### src/rtl/if_stage.sv
// Instruction fetch stage: issues one instruction-memory request at a time,
// buffers the returned word and offers it to decode together with PC, PC+4
// and PC+8. Branch redirects honour a single delay slot.
module if_stage #(
    parameter logic [31:0] RESET_PC = 32'hBFC0_0000
) (
    input  logic        clk,
    input  logic        rst_n,
    input  logic        id_allowin_in,
    input  logic        br_taken_in,
    input  logic [31:0] br_target_in,
    output logic        if_valid_out,
    output logic [31:0] if_PC_out,
    output logic [31:0] if_NPC_out,
    output logic [31:0] if_NNPC_out,
    output logic [31:0] if_Instruct_out,
    output logic        if_adel_out,
    output logic        inst_req,
    output logic [31:0] inst_addr,
    input  logic        inst_addr_ok,
    input  logic        inst_data_ok,
    input  logic [31:0] inst_rdata
);

    typedef enum logic [1:0] {
        S_REQ,
        S_WAIT,
        S_HOLD
    } state_e;

    state_e      state_q, state_d;
    logic [31:0] pc_q, pc_d;
    logic [31:0] instr_q, instr_d;
    logic        adel_q, adel_d;
    logic        brPending_q, brPending_d;
    logic [31:0] brTarget_q, brTarget_d;
    logic        handover;
    logic        pcMisaligned;
    logic [31:0] nextPc;

    // Handover condition and the address of the fetch that follows it;
    // a branch seen in the handover cycle itself wins over a remembered one.
    always_comb begin
        handover     = (state_q == S_HOLD) && id_allowin_in;
        pcMisaligned = (pc_q[1:0] != 2'b00);
        if (br_taken_in) begin
            nextPc = br_target_in;
        end else if (brPending_q) begin
            nextPc = brTarget_q;
        end else begin
            nextPc = pc_q + 32'd4;
        end
    end

    // Fetch FSM: request, wait for data, hold until decode takes the word.
    always_comb begin
        state_d = state_q;
        pc_d    = pc_q;
        instr_d = instr_q;
        adel_d  = adel_q;
        case (state_q)
            S_REQ: begin
                if (pcMisaligned) begin
                    state_d = S_HOLD;
                    instr_d = 32'h0;
                    adel_d  = 1'b1;
                end else if (inst_addr_ok) begin
                    state_d = S_WAIT;
                end
            end
            S_WAIT: begin
                if (inst_data_ok) begin
                    state_d = S_HOLD;
                    instr_d = inst_rdata;
                end
            end
            S_HOLD: begin
                if (id_allowin_in) begin
                    state_d = S_REQ;
                    pc_d    = nextPc;
                    adel_d  = 1'b0;
                end
            end
            default: begin
                state_d = S_REQ;
            end
        endcase
    end

    // Remember a taken branch that decode raised before the delay slot left
    // this stage, so the redirect survives until the delay slot is handed over.
    always_comb begin
        brPending_d = brPending_q;
        brTarget_d  = brTarget_q;
        if (handover) begin
            brPending_d = 1'b0;
        end else if (br_taken_in) begin
            brPending_d = 1'b1;
            brTarget_d  = br_target_in;
        end
    end

    // State register with synchronous active-low reset.
    always_ff @(posedge clk) begin
        if (!rst_n) begin
            state_q     <= S_REQ;
            pc_q        <= RESET_PC;
            instr_q     <= 32'h0;
            adel_q      <= 1'b0;
            brPending_q <= 1'b0;
            brTarget_q  <= 32'h0;
        end else begin
            state_q     <= state_d;
            pc_q        <= pc_d;
            instr_q     <= instr_d;
            adel_q      <= adel_d;
            brPending_q <= brPending_d;
            brTarget_q  <= brTarget_d;
        end
    end

    // Output decode; request and valid are forced low while reset is held.
    always_comb begin
        inst_req        = rst_n && (state_q == S_REQ) && !pcMisaligned;
        inst_addr       = pc_q;
        if_valid_out    = rst_n && (state_q == S_HOLD);
        if_PC_out       = pc_q;
        if_NPC_out      = pc_q + 32'd4;
        if_NNPC_out     = pc_q + 32'd8;
        if_Instruct_out = instr_q;
        if_adel_out     = adel_q;
    end

endmodule

### config.mk
export PLATFORM = sky130hd
export DESIGN_NAME = if_stage
export DESIGN_NICKNAME = d
export VERILOG_FILES = /design/src/rtl/if_stage.sv
export SDC_FILE = /design/constraint.sdc
export NUM_CORES = 1
export LEC_CHECK = 0
export CORE_AREA = 2 2 128 105
export CTS_CLUSTER_DIAMETER = 120
export CTS_CLUSTER_SIZE = 24
export DETAILED_ROUTE_END_ITERATION = 16
export DIE_AREA = 0 0 130 107
export PLACE_DENSITY = 0.85
export SYNTH_ARGS = -nofsm -noshare
export SYNTH_HDL_FRONTEND = slang
export SYNTH_SLANG_ARGS = --single-unit
### constraint.sdc
create_clock -name clk -period 4.5 [get_ports clk]
set_clock_uncertainty 0.15 [all_clocks]
set_input_delay 0.9 -clock clk [delete_from_list [all_inputs] [get_ports clk]]
set_output_delay 0.9 -clock clk [all_outputs]
set_load 0.03 [all_outputs]
Word level (Yosys, flattened, before mapping):

Cells that the tools add are included.

* word-level logic and storage cells: 44
* output and inout bits: 163
* register bits after elaboration: 100

* add/subtract/negate cells: 2
* reduce and logical (&&, ||, !) cells: 15
* mux-type cells: 13
* bitwise logic cells: 2
* equal/unequal tests: 6

Operators by type and width (count)
* $mux W32: 4
* $pmux W32 S2: 1
* $add A32 B3 Y32 const B: 1
* $add A32 B4 Y32 const B: 1
* $reduce_and A3 Y1: 3
* $mux W2: 4
* $ne A2 B2 Y1 const B: 3
* $pmux W2 S3: 1
* $reduce_bool A2 Y1: 3
* $logic_and A1 B1 Y1: 4
* $reduce_and A2 Y1: 2
* $ne A3 B3 Y1 const B: 1
* $eq A2 B1 Y1 const B: 1
* $eq A2 B2 Y1 const B: 1
* $logic_not A2 Y1: 1
* $mux W1: 2
* $not A1 Y1: 2
* $pmux W1 S2: 1
* $reduce_or A2 Y1: 1
* $logic_not A1 Y1: 1

Depth between registers and ports, before layout:

* depth after elaboration: 4
* gate-level depth with buffers: 8
* mapped depth without buffers: 6

Worst setup path after synthesis:

Ideal clock, no wire load.

* path kind: reg-to-output
* from: register pc_q[4], in the netlist if_PC_out[4]
* to: output if_NNPC_out[30]
* path slack: 1043 ps
* data arrival time: 2407 ps
* data required time: 3450 ps
* cell stages (with the launch flop): 8
* cells stage by stage: dfxtp_1 -> clkbuf_1 -> nand3_1 -> nor4_2 -> and3_1 -> clkbuf_1 -> nand4_1 -> xnor2_1

* longest elaborated chain between the ends: 1

Ends and longest elaborated chain
* start, declared: RTL line 32 `logic [31:0] pc_q, pc_d;`
* start signal, assigned: RTL line 114 `pc_q <= pc_d;`
* $add A32 B4 Y32: RTL line 129 `if_NNPC_out = pc_q + 32'd8;`
* end, declared: RTL line 15 `output logic [31:0] if_NNPC_out,`

No other way between the ends.

Worst setup path in the final report:

* from: register pc_q[4], in the netlist if_PC_out[4]
* to: output if_NPC_out[31]

* longest elaborated chain between the ends: 1

Ends and longest elaborated chain
* $add A32 B3 Y32: RTL line 128 `if_NPC_out = pc_q + 32'd4;`
* end, declared: RTL line 14 `output logic [31:0] if_NPC_out,`

No other way between the ends.

==> summary.md <==
| Metric | Value |
|---|---|
| Via density per instance | `5.50` |
| Routed wire per std cell | `between 15 and 20 µm` |
| DIE AREA | `between 10000 and 15000 µm²` |
| DRT antenna net count | `0` |
| CTS tree | `yes` |
| Crit path time final | `between 4000 and 5000 ps` |
| RSZ-0062 raised after global routing | `false` |
| Crit end category | `output pin` |
| CP Cell Sequence | `ha_1 -> and4_1 -> nand4_1 -> nor4_1 -> xor2_1 -> clkdlybuf4s50_1` |
| Slowest CP cell | `clkdlybuf4s50_1` |
| Number of global-route vias before repair | `5542` |
| Internal | `around 1.7 mW` |
| Crit path arrival time | `roughly 3100 ps` |
| RePlAce Congestion | `roughly 0.96` |
| Post-CTS Resized | `0` |
| Die Span X | `approximately 130 µm` |
| Min Hold Slack | `around 300 ps` |
| Post-Syn Instances | `about 800` |
| Leakage Power | `slightly below 3 nW` |
| Maximum clock frequency | `between 200 and 250 MHz` |
| Post-CTS Setup Bufs | `0` |
| Worst Path Max Fanout | `10` |
| Initial Utilization | `46.7%` |
| Largest net degree at the start of global routing | `66` |
| Worst Tran Pin Value | `about 1100 ps` |
| Net Sw Power | `0.786 mW` |
| Clock share of power | `34.1%` |
| Total of max-cap violations | `0` |
| Utilization after layout | `between 60 and 70%` |
| Top Ports | `233` |
| I/O Buffers | `between 200 and 250` |
| Chip height | `between 100 and 150 µm` |
| Drt total wl | `18500 µm` |
| PwrDens | `approximately 300 nW/µm²` |
| Switching Fraction | `a little under a third` |
| Setup WS post-layout | `307 ps` |
| Core area | `around 13000 µm²` |
| Total power draw | `2.52 mW` |
| Max_slew headroom | `27.1%` |
| Synthesized area per cell | `7.41 µm²` |
| Post-synthesis cell area | `about 5900 µm²` |
| Synth async-reset ratio | `0%` |
| Fin area | `between 8000 and 9000 µm²` |
| Sink Count | `100` |
| Post-Layout Cell Count | `1122` |
| CP Class | `register to output pin` |
| Number of H-tree levels | `3` |
| Register bit total from synthesis | `100` |
| Initial antenna violation count | `1` |
| CP startpoint kind | `register` |
| Num rows | `37` |
| Inserted Clock Buffers | `9` |
| Total number of vias | `around 6200` |
| DR pass1 iterations | `5` |
| Root Buffer | `clkbuf_16` |
| Status | `finished, final reports clean` |
| DRC | `0` |
| Hold Vio Cnt, Final | `0` |
| Hold Crit Class | `register to register` |
| Yosys Warn Count | `0` |
| Syn_nets | `just under 900` |
| Power share of the sequential group | `around two fifths` |
| Fin crit share | `approximately 93%` |
| DP Area | `about 8000 µm²` |
| First-pass GRT wire length | `roughly 29000 µm` |
| Dpl cells | `1106` |
| Multi-input logic area | `between 3000 and 4000 µm²` |
| CP max stage delay | `between 600 and 700 ps` |
| Post-synth EDFFs | `0` |
| Sequential cell area | `roughly 2000 µm²` |
| Starting DRT DRC Count | `680` |
| Unique masters post-synth | `57` |
| Pre-CTS WS | `690 ps` |
| Slew Limit Fails | `0` |
| Clock slew at reported path FFs | `70 ps` |
| Total GRT Usage | `25.5%` |
| Layout cells sized above 1 | `~4.7%` |
| Detail Placement HPWL | `approximately 13000 µm` |
| Hold buffers post-CTS | `0` |
| Comb power frac | `26.4%` |
| Sequential area share after synthesis | `about 34%` |
| # fillers | `approximately 1100` |
| Predominant post-synthesis flop cell | `dfxtp_1` |
| Total negative slack | `0 ps` |
| Clk_lat worst skew | `around 340 ps` |
| GR Overflow Total | `0` |
| Peak VDD IR | `approximately 0.24 mV` |
| Layout area overhead | `40.5%` |
| Critical Path RT | `3450 ps` |
| Count of final setup violators | `0` |
| NumNets Final | `slightly above 1000` |
| Clock buffer depth | `2` |
[logic make-up after synthesis]
| group | share of synthesized area [%] |
|---|---|
| flip-flops | 33.9 |
| buffers and inverters | 10.7 |
| AND/OR/NAND/NOR | 25.8 |
| AO/OA/AOI/OAI | 20.5 |
| multiplexers | 0.699 |
| adder cells (fa/ha/maj) | 0.424 |
| XOR/XNOR | 8.01 |
[power groups by stage]
stage	registers, mW	clock network, mW	logic (mW)
after CTS	0.993	0.875	0.665
after detailed placement	1.01	0	0.662
after floorplan	1.04	0	0.382
after global routing	1.00	0.909	0.710
after global placement	1.01	0	0.658
final	0.995	0.860	0.665
[placed cells by master (no fill, tap or decap), drive strengths merged, types with 4 or more instances in the layout]
cell type      instances
clkdlybuf4s50        229
nand2                162
dfxtp                100
a21oi                 59
nand3                 41
nor2                  39
o21ai                 37
a21boi                37
xnor2                 31
xor2                  23
nand4                 16
buf                   16
inv                   12
clkbuf                12
nor4                  11
and2                  10
o21a                   9
nor3                   9
o211ai                 8
nor2b                  7
or2                    6
or3                    5
a2bb2oi                5
a222oi                 5
and3                   4
and4                   4
o22a                   4
a22oi                  4
o22ai                  4
[synth_stat cells, types with 23 or more instances]
cell | count | area [µm²]
a21boi_0 | 37 | 278
a21oi_1 | 59 | 295
buf_4 | 41 | 308
clkbuf_1 | 47 | 176
dfxtp_1 | 100 | 2000
nand2_1 | 162 | 608
nand3_1 | 41 | 205
nor2_1 | 39 | 146
o21ai_0 | 37 | 185
xnor2_1 | 31 | 272
xor2_1 | 23 | 201
[final timing paths]
kind / startpoint / end / slack (ps) / cells after the start
setup / recovery: if_PC_out[4] / if_NPC_out[31] / 310 / 6
hold / removal: if_Instruct_out[24] / if_Instruct_out[24] / 300 / 2
setup reg to reg: if_PC_out[4] / if_PC_out[19] / 1790 / 6
hold reg to reg: if_Instruct_out[24] / if_Instruct_out[24] / 300 / 2
[registers in the layout (all words and copies together), names as in the netlist]
signal / count
brTarget_q: 32
if_Instruct_out: 32
if_PC_out: 32
state_q: 2
brPending_q: 1
if_adel_out: 1
[metal layers]
| metal | GRT usage (%) | share of wire (%) | vias to the layer above |
|---|---|---|---|
| met2 | 40.4 | 45 | 295 |
| met1 | 35.0 | 45 | 2866 |
| met3 | 5.94 | 8.3 | 36 |
| met4 | 6.84 | 1.9 | 0 |
| li1 | - | - | 2975 |
| met5 | 0 | 0 | - |
[layout make-up]
type | instances | share of cell area, %
Antenna cell | 1 | 0.0302
Timing Repair Buffer | 245 | 29.0
Inverter | 13 | 0.588
Tap cell | 175 | 2.64
Sequential cell | 100 | 24.1
Clock buffer | 12 | 3.21
Clock inverter | 3 | 0.829
Multi-Input combinational cell | 573 | 39.6
[critical path: cells and delay by family, from the launching register on]
family	cells	cell delay, ps
buffers and inverters	1	680
adder cells (fa/ha/maj)	1	300
AND/OR/NAND/NOR	3	1120
flip-flops	1	520
XOR/XNOR	1	190
Power figures use the tool's default switching activity.
